[config.mk]
export PLATFORM = sky130hd
export DESIGN_NAME = multicycle_control
export DESIGN_NICKNAME = d
export VERILOG_FILES = /design/src/rtl/multicycle_pkg.sv /design/src/rtl/multicycle_control_decode.sv /design/src/rtl/multicycle_control.sv
export SDC_FILE = /design/constraint.sdc
export NUM_CORES = 1
export LEC_CHECK = 0
export ABC_CLOCK_PERIOD_IN_PS = 1550
export CORE_ASPECT_RATIO = 0.7
export CORE_MARGIN = 2
export CORE_UTILIZATION = 42
export CTS_BUF_LIST = sky130_fd_sc_hd__clkbuf_8
export DETAILED_ROUTE_END_ITERATION = 10
export HOLD_SLACK_MARGIN = 0.15
export PLACE_DENSITY = 0.83
export SLEW_MARGIN = 20
export SYNTH_ARGS = -nofsm -noshare
export SYNTH_HDL_FRONTEND = slang
export SYNTH_SLANG_ARGS = --single-unit
[constraint.sdc]
create_clock -name clk -period 1.55 [get_ports clk]
set_clock_uncertainty 0.1 [all_clocks]
set_input_delay 0.2325 -clock clk [delete_from_list [all_inputs] [get_ports clk]]
set_output_delay 0.2325 -clock clk [all_outputs]
set_load 0.1 [all_outputs]
[src/rtl/multicycle_pkg.sv]
// multicycle_pkg: shared state encodings, opcodes, ALUOp codes, mux selects and control word for the multicycle MIPS controller
package multicycle_pkg;

    typedef enum logic [3:0] {
        S_FETCH     = 4'd0,
        S_DECODE    = 4'd1,
        S_MEM_ADDR  = 4'd2,
        S_MEM_READ  = 4'd3,
        S_MEM_WB    = 4'd4,
        S_MEM_WRITE = 4'd5,
        S_R_EXEC    = 4'd6,
        S_R_WB      = 4'd7,
        S_I_EXEC    = 4'd8,
        S_I_WB      = 4'd9,
        S_BRANCH    = 4'd10,
        S_JUMP      = 4'd11,
        S_JAL_WB    = 4'd12,
        S_TRAP      = 4'd15
    } state_t;

    localparam logic [5:0] OP_RTYPE = 6'b000000;
    localparam logic [5:0] OP_ADDI  = 6'b001000;
    localparam logic [5:0] OP_ORI   = 6'b001101;
    localparam logic [5:0] OP_LUI   = 6'b001111;
    localparam logic [5:0] OP_LW    = 6'b100011;
    localparam logic [5:0] OP_SW    = 6'b101011;
    localparam logic [5:0] OP_BEQ   = 6'b000100;
    localparam logic [5:0] OP_BNE   = 6'b000101;
    localparam logic [5:0] OP_J     = 6'b000010;
    localparam logic [5:0] OP_JAL   = 6'b000011;

    localparam logic [2:0] ALUOP_RTYPE = 3'b111;
    localparam logic [2:0] ALUOP_ADD   = 3'b100;
    localparam logic [2:0] ALUOP_OR    = 3'b101;
    localparam logic [2:0] ALUOP_LUI   = 3'b110;
    localparam logic [2:0] ALUOP_SUB   = 3'b001;

    localparam logic [1:0] REGDST_RT = 2'b00;
    localparam logic [1:0] REGDST_RD = 2'b01;
    localparam logic [1:0] REGDST_RA = 2'b10;

    localparam logic [1:0] MEMTOREG_ALU = 2'b00;
    localparam logic [1:0] MEMTOREG_MDR = 2'b01;
    localparam logic [1:0] MEMTOREG_PC  = 2'b10;

    localparam logic [1:0] SRCB_REGB  = 2'b00;
    localparam logic [1:0] SRCB_FOUR  = 2'b01;
    localparam logic [1:0] SRCB_IMM   = 2'b10;
    localparam logic [1:0] SRCB_IMMSH = 2'b11;

    localparam logic [1:0] PCSRC_ALU    = 2'b00;
    localparam logic [1:0] PCSRC_ALUOUT = 2'b01;
    localparam logic [1:0] PCSRC_JUMP   = 2'b10;

    typedef struct packed {
        logic       pc_write;
        logic       iord;
        logic       mem_read;
        logic       mem_write;
        logic       ir_write;
        logic [1:0] reg_dst;
        logic [1:0] mem_to_reg;
        logic       reg_write;
        logic       alu_src_a;
        logic [1:0] alu_src_b;
        logic [2:0] alu_op;
        logic [1:0] pc_source;
        logic       illegal;
    } ctrl_t;

    function automatic logic [2:0] i_aluop(input logic [5:0] op);
        return (op == OP_ORI) ? ALUOP_OR : (op == OP_LUI) ? ALUOP_LUI : ALUOP_ADD;
    endfunction

endpackage

[src/rtl/multicycle_control_decode.sv]
// control_decode: combinational Moore decode of state (+ latched opcode, Zero, MemReady) into the datapath control word
// Ports: state - current FSM state; op - latched opcode; zero - ALU zero flag;
//        mem_ready - memory completes access this cycle; ctrl - full control word
// Option: MULTICYCLE_JAL_EN adds the JAL_WB state decode.
module control_decode
    import multicycle_pkg::*;
#(
    parameter int OPCODE_W = 6
) (
    input  state_t              state,
    input  logic [OPCODE_W-1:0] op,
    input  logic                zero,
    input  logic                mem_ready,
    output ctrl_t               ctrl
);

    always_comb begin
        ctrl = '0;
        case (state)
            S_FETCH: begin
                ctrl.mem_read  = 1'b1;
                ctrl.alu_src_b = SRCB_FOUR;
                ctrl.alu_op    = ALUOP_ADD;
                ctrl.pc_source = PCSRC_ALU;
                // IR and PC only load on the cycle the instruction word arrives
                ctrl.ir_write  = mem_ready;
                ctrl.pc_write  = mem_ready;
            end
            S_DECODE: begin
                ctrl.alu_src_b = SRCB_IMMSH;
                ctrl.alu_op    = ALUOP_ADD;
            end
            S_MEM_ADDR: begin
                ctrl.alu_src_a = 1'b1;
                ctrl.alu_src_b = SRCB_IMM;
                ctrl.alu_op    = ALUOP_ADD;
            end
            S_MEM_READ: begin
                ctrl.mem_read = 1'b1;
                ctrl.iord     = 1'b1;
            end
            S_MEM_WB: begin
                ctrl.reg_write  = 1'b1;
                ctrl.reg_dst    = REGDST_RT;
                ctrl.mem_to_reg = MEMTOREG_MDR;
            end
            S_MEM_WRITE: begin
                ctrl.mem_write = 1'b1;
                ctrl.iord      = 1'b1;
            end
            S_R_EXEC: begin
                ctrl.alu_src_a = 1'b1;
                ctrl.alu_src_b = SRCB_REGB;
                ctrl.alu_op    = ALUOP_RTYPE;
            end
            S_R_WB: begin
                ctrl.reg_write  = 1'b1;
                ctrl.reg_dst    = REGDST_RD;
                ctrl.mem_to_reg = MEMTOREG_ALU;
            end
            S_I_EXEC: begin
                ctrl.alu_src_a = 1'b1;
                ctrl.alu_src_b = SRCB_IMM;
                ctrl.alu_op    = i_aluop(op);
            end
            S_I_WB: begin
                ctrl.reg_write  = 1'b1;
                ctrl.reg_dst    = REGDST_RT;
                ctrl.mem_to_reg = MEMTOREG_ALU;
            end
            S_BRANCH: begin
                ctrl.alu_src_a = 1'b1;
                ctrl.alu_src_b = SRCB_REGB;
                ctrl.alu_op    = ALUOP_SUB;
                ctrl.pc_source = PCSRC_ALUOUT;
                ctrl.pc_write  = (op == OP_BEQ) ? zero : ~zero;
            end
            S_JUMP: begin
                ctrl.pc_write  = 1'b1;
                ctrl.pc_source = PCSRC_JUMP;
            end
`ifdef MULTICYCLE_JAL_EN
            S_JAL_WB: begin
                // PC already holds PC+4 from fetch, so it is the link value
                ctrl.reg_write  = 1'b1;
                ctrl.reg_dst    = REGDST_RA;
                ctrl.mem_to_reg = MEMTOREG_PC;
                ctrl.pc_write   = 1'b1;
                ctrl.pc_source  = PCSRC_JUMP;
            end
`endif
            S_TRAP: ctrl.illegal = 1'b1;
            default: ctrl = '0;
        endcase
    end

endmodule

[src/rtl/multicycle_control.sv]
// multicycle_control: Moore control FSM sequencing fetch/decode/execute/memory/write-back for the multicycle MIPS datapath
// Ports: clk, reset (async active-low); Opcode (IR[31:26]), Zero, MemReady in;
//        PCWrite, IorD, MemRead, MemWrite, IRWrite, RegDst, MemtoReg, RegWrite,
//        ALUSrcA, ALUSrcB, ALUOp, PCSource, Illegal, State (debug) out.
// Option: define MULTICYCLE_JAL_EN to support JAL via the JAL_WB state; otherwise JAL traps.
module multicycle_control
    import multicycle_pkg::*;
#(
    parameter int OPCODE_W = 6,
    parameter int STATE_W  = 4
) (
    input  logic                clk,
    input  logic                reset,
    input  logic [OPCODE_W-1:0] Opcode,
    input  logic                Zero,
    input  logic                MemReady,
    output logic                PCWrite,
    output logic                IorD,
    output logic                MemRead,
    output logic                MemWrite,
    output logic                IRWrite,
    output logic [1:0]          RegDst,
    output logic [1:0]          MemtoReg,
    output logic                RegWrite,
    output logic                ALUSrcA,
    output logic [1:0]          ALUSrcB,
    output logic [2:0]          ALUOp,
    output logic [1:0]          PCSource,
    output logic                Illegal,
    output logic [STATE_W-1:0]  State
);

    state_t              state, next_state;
    logic [OPCODE_W-1:0] op_q;
    ctrl_t               ctrl, ctrl_g;

    function automatic state_t dispatch(input logic [OPCODE_W-1:0] o);
        case (o)
            OP_RTYPE:                return S_R_EXEC;
            OP_ADDI, OP_ORI, OP_LUI: return S_I_EXEC;
            OP_LW, OP_SW:            return S_MEM_ADDR;
            OP_BEQ, OP_BNE:          return S_BRANCH;
            OP_J:                    return S_JUMP;
`ifdef MULTICYCLE_JAL_EN
            OP_JAL:                  return S_JAL_WB;
`endif
            default:                 return S_TRAP;
        endcase
    endfunction

    always_ff @(posedge clk or negedge reset) begin
        if (!reset) begin
            state <= S_FETCH;
            op_q  <= '0;
        end else begin
            state <= next_state;
            if (state == S_DECODE) op_q <= Opcode;
        end
    end

    always_comb begin
        next_state = S_FETCH;
        case (state)
            S_FETCH:     next_state = MemReady ? S_DECODE : S_FETCH;
            S_DECODE:    next_state = dispatch(Opcode);
            S_MEM_ADDR:  next_state = (op_q == OP_LW) ? S_MEM_READ : S_MEM_WRITE;
            S_MEM_READ:  next_state = MemReady ? S_MEM_WB : S_MEM_READ;
            S_MEM_WRITE: next_state = MemReady ? S_FETCH : S_MEM_WRITE;
            S_R_EXEC:    next_state = S_R_WB;
            S_I_EXEC:    next_state = S_I_WB;
            S_TRAP:      next_state = S_TRAP;
            default:     next_state = S_FETCH;
        endcase
    end

    control_decode #(.OPCODE_W(OPCODE_W)) u_decode (
        .state     (state),
        .op        (op_q),
        .zero      (Zero),
        .mem_ready (MemReady),
        .ctrl      (ctrl)
    );

    // Outputs are combinational, so gate them directly with reset to kill any write the instant reset falls
    assign ctrl_g   = reset ? ctrl : '0;
    assign PCWrite  = ctrl_g.pc_write;
    assign IorD     = ctrl_g.iord;
    assign MemRead  = ctrl_g.mem_read;
    assign MemWrite = ctrl_g.mem_write;
    assign IRWrite  = ctrl_g.ir_write;
    assign RegDst   = ctrl_g.reg_dst;
    assign MemtoReg = ctrl_g.mem_to_reg;
    assign RegWrite = ctrl_g.reg_write;
    assign ALUSrcA  = ctrl_g.alu_src_a;
    assign ALUSrcB  = ctrl_g.alu_src_b;
    assign ALUOp    = ctrl_g.alu_op;
    assign PCSource = ctrl_g.pc_source;
    assign Illegal  = ctrl_g.illegal;
    assign State    = STATE_W'(state);

endmodule
==> flow_metrics.py, run 1 <==
metrics = {
    "synth": {
        "synth_warnings": 0,
        "yosysTopAreaCellShare_pct": 25.87,
        "yosysUniqueCellTypes": 43,
        "synth_flop_cell": "dfrtp_1",
        "synth_area_um2": 967.2,
        "synth.most_common_cell": "nor2_1",
        "synth_commonest_cells": "nor2_1 (18), nand2_1 (13), dfrtp_1 (10)",
        "avgSynthCellArea_um2": 7.616,
        "synth_area_leader_cell": "dfrtp_1",
        "async_reset_ff_share_pct": 100.0,
        "ys_seq_area_share_pct": 25.87,
        "synth-edff-count": 0,
        "synthCells": 127,
        "ys_top_cells_by_area": "dfrtp_1 (26%), mux2_2 (8.2%), nor2_1 (7.0%)",
        "synth-seq-cells": 10,
    },
    "status": {
        "error": "[ERROR DPL-0038] Utilization greater than 100%, impossible to legalize",
        "lastStage": "clock tree synthesis",
        "status": "did not finish",
    },
    "placement": {
        "dp_hpwl_mm": 3.623,
        "place_area_mm2": 0.002023,
        "io_buffers": 30,
        "detailedPlace.worstSlack_ns": -0.7026,
        "finalWeightedCongestion": 0.9975,
    },
    "clocking": {
        "postCtsHoldBufs": 0,
        "cts_setup_buffers": 10,
        "cts.sinks": 10,
        "ctsResizeCount": 67,
        "cts_buffers": 3,
        "clock-root-buffer": "clkbuf_8",
        "cts_buffer_depth": 2,
        "htreeDepth": 1,
    },
    "die": {
        "io_pins": 33,
        "die_w_um": 61.36,
        "core.rowCount": 14,
        "fp.dieH_um": 44.15,
        "start_util_pct": 44.53,
    },
}
## through the flow
stage	utilization (%)	std cells
2_1_floorplan	-	128
3_3_place_gp	93.15	225
3_5_place_dp	93.15	225
## cells by family after synthesis
| group | Yosys count | share of synthesized area, % |
|---|---|---|
| buffers and inverters | 12 | 6.210 |
| xor gates and xnor gates | 2 | 1.811 |
| other | 1 | 0.3877 |
| and+or+nand+nor | 64 | 34.02 |
| AOI/OAI and AO/OA | 30 | 22.51 |
| DFF | 10 | 25.87 |
| muxes | 8 | 9.185 |
==> inputs of run 2 (changes only) <==
Settings changed: ABC_CLOCK_PERIOD_IN_PS 1550 to 2000, CORE_AREA set to 2 2 63 65, CORE_ASPECT_RATIO 0.7 to unset, CORE_MARGIN 2 to unset, CORE_UTILIZATION 42 to unset, CTS_BUF_LIST sky130_fd_sc_hd__clkbuf_8 to unset, DIE_AREA set to 0 0 65 67, HOLD_SLACK_MARGIN 0.15 to unset, PLACE_DENSITY 0.83 to unset, PLACE_DENSITY_LB_ADDON set to 0.15.
Clock period 1.55 ns to 2 ns, I/O delays scaled along.
==> flow_metrics.py, run 2 <==
metrics = {
    "placement": {
        "place_area_mm2": 0.001931,
        "finalWeightedCongestion": 0.8685,
        "io_buffers": 30,
        "dp_hpwl_mm": 2.590,
        "place_inst": 223,
    },
    "layout": {
        "fin_area_mm2": 0.002203,
        "fill_cells": 299,
        "top_register": "op_q",
        "fin_cells": 236,
        "register_area_um2": 265.3,
        "num_antenna_cells": 0,
        "final_common_cell": "buf_4",
        "most-common-layout-cells": "buf_4 (25), buf_12 (24), nand2_1 (10)",
        "post-route-util_pct": 61.10,
        "nets": 199,
        "largest_reg_flops": 6,
        "multi_input_area_um2": 937.1,
        "drive_gt1_share_pct": 60.11,
        "area_growth_pct": 127.8,
    },
    "critical_path": {
        "cp-startpoint": "State[1]",
        "critical_path.cell_chain": "buf_12 -> buf_6 -> mux2_2 -> a22oi_2 -> nor2b_4 -> buf_12",
        "crit_cells": 6,
        "worst-path-buf-inv": 3,
        "cp.arrival_ns": 1.69,
        "crit_type": "flip-flop to output pin",
        "path_max_fanout": 6,
        "crit_family": "flip-flops",
        "critical-path-max-stage-delay_ns": 0.50,
        "r2r-start": "State[2]",
        "endpoint_kind": "output pin",
        "r2r_cells": 5,
        "slowest_stage": "dfrtp_4",
        "crit_path_end": "RegWrite",
        "crit_required_ns": 1.60,
        "r2r_setup_slack_ns": 0.21,
        "r2r_end": "State[2]",
        "start_kind": "flip-flop",
        "crit_path_frequent_cell": "buf_12",
    },
    "sta": {
        "worst_pin_slew_ns": 0.4950,
        "min_period_over_period_pct": 104.3,
        "fin_ws_ns": -0.08649,
        "fmax_mhz": 479.3,
        "period_needed_ns": 2.086,
        "slew_headroom_pct": 66.15,
        "setup_viol": 7,
        "hold_viol_final": 0,
        "drv_slew": 0,
        "rsz0062_at_grt": "true",
    },
    "grt": {
        "grt_pass1_vias": 1282,
        "grt_pass1_wl_mm": 5.651,
        "grt_max_degree": 21,
        "grt_usage_pct": 16.55,
        "grt.met2_usage_pct": 33.76,
        "grt_overflow": 0,
        "antenna_found_initial": 0,
        "grt_busiest_layer": "met2",
        "use_met1_pct": 16.82,
        "grtUsageMet3_pct": 3.041,
    },
    "status": {
        "violations": "negative setup slack",
        "status": "finished, violations left",
    },
    "synth": {
        "ys_seq_area_share_pct": 25.87,
        "synth-edff-count": 0,
        "yosysUniqueCellTypes": 43,
        "synthCells": 127,
        "synth-seq-cells": 10,
        "synth_warnings": 0,
        "synth_area_um2": 967.2,
        "synth_flop_cell": "dfrtp_1",
        "yosysTopAreaCellShare_pct": 25.87,
        "async_reset_ff_share_pct": 100.0,
        "synth.most_common_cell": "nor2_1",
        "ys_top_cells_by_area": "dfrtp_1 (26%), mux2_2 (8.2%), nor2_1 (7.0%)",
        "synth_area_leader_cell": "dfrtp_1",
        "synth_commonest_cells": "nor2_1 (18), nand2_1 (13), dfrtp_1 (10)",
        "avgSynthCellArea_um2": 7.616,
    },
    "die": {
        "dieArea_mm2": 0.004355,
        "start_util_pct": 26.82,
        "fp.dieH_um": 67,
        "io_pins": 33,
        "die_w_um": 65,
        "core_mm2": 0.003606,
        "core.rowCount": 22,
    },
    "routing": {
        "dr.pass1.iters": 4,
        "antenna_left": 0,
        "drt_first_iter_violations": 21,
        "avgRoutedWirePerCell_um": 14.11,
        "vias_per_cell": 5.153,
        "drc": 0,
        "routed_wl_mm": 3.330,
        "vias": 1216,
    },
    "clocking": {
        "cts_tree": "done",
        "cts_buffer_depth": 2,
        "clkTransAtPathRegs_ns": 0.05,
        "clock-root-buffer": "clkbuf_8",
        "insertion_delay_ns": 0.23,
        "cts.sinks": 10,
        "cts_buffers": 3,
        "postCtsHoldBufs": 0,
        "htreeDepth": 1,
    },
    "pwr": {
        "cellLeakagePower_nw": 0.8709,
        "power_density_mw_per_mm2": 1681,
        "ir_drop_uv": 668.3,
    },
    "run": {
        "drv_cap": 0,
    },
    "min_path": {
        "worstHoldPathType": "input port to flip-flop",
    },
}
## run 2: metal layers
| metal | routed length [um] | share of wire [%] |
|---|---|---|
| met3 | 163 | 4.9 |
| met1 | 1254 | 38 |
| met2 | 1863 | 56 |
| met4 | 48 | 1.4 |
| met5 | 0 | 0 |
## run 2: worst min-delay path by stage
stage	from	end	slack, ns	depth (start not counted)
after global placement	op_q[0]	op_q[0]	0.42	1
after global routing	Opcode[3]	op_q[3]	0.42	3
after detailed placement	op_q[0]	op_q[0]	0.42	1
final	Opcode[3]	op_q[3]	0.41	3
after floorplan	reset	op_q[0]	-0.1	0
after CTS	op_q[0]	op_q[0]	0.43	1
## run 2: kinds of logic after synthesis
| kind of cell | Yosys count | synth area share [%] |
|---|---|---|
| xor gates and xnor gates | 2 | 1.811 |
| DFF | 10 | 25.87 |
| other | 1 | 0.3877 |
| muxes | 8 | 9.185 |
| buffers and inverters | 12 | 6.210 |
| and+or+nand+nor | 64 | 34.02 |
| AOI/OAI and AO/OA | 30 | 22.51 |
## run 2: area by class of cell
cell class	instances	share of cell area [%]
Sequential cell	10	12.04
Clock buffer	4	2.499
Timing Repair Buffer	66	39.86
Inverter	2	0.3407
Multi-Input combinational cell	106	42.53
Tap cell	48	2.726
## run 2: per-stage QoR
step,setup slack [ns],hold WS [ns],total power [W],TNS [ns]
floorplan,-0.5378,-0.09559,0.002231,-3.567
global placement,-0.1711,0.4225,0.003065,-0.3315
detailed placement,-0.2690,0.4202,0.003091,-0.6046
CTS,-0.1260,0.4328,0.003637,-0.5320
global route,-0.1444,0.4163,0.003867,-0.9578
finish,-0.08649,0.4127,0.003704,-0.3733
## run 2: worst min-delay path: stages
cell	delay, ns
dlymetal6s2s_1	0.15
buf_4	0.13
mux2_2	0.13
## run 2: repair_timing
action,4_1_cts,5_1_grt
cloned,1,0
gates resized for setup,22,11
endpoints found under the setup margin,11,14
buffers inserted,7,1
pin swaps,12,4
## run 2: power breakdown
group | switching [W] | internal, W
clock network | 0.0000759 | 0.000173
logic | 0.00170 | 0.00131
registers | 0.000120 | 0.000328
total | 0.00190 | 0.00181
Power figures use the tool's default switching activity.
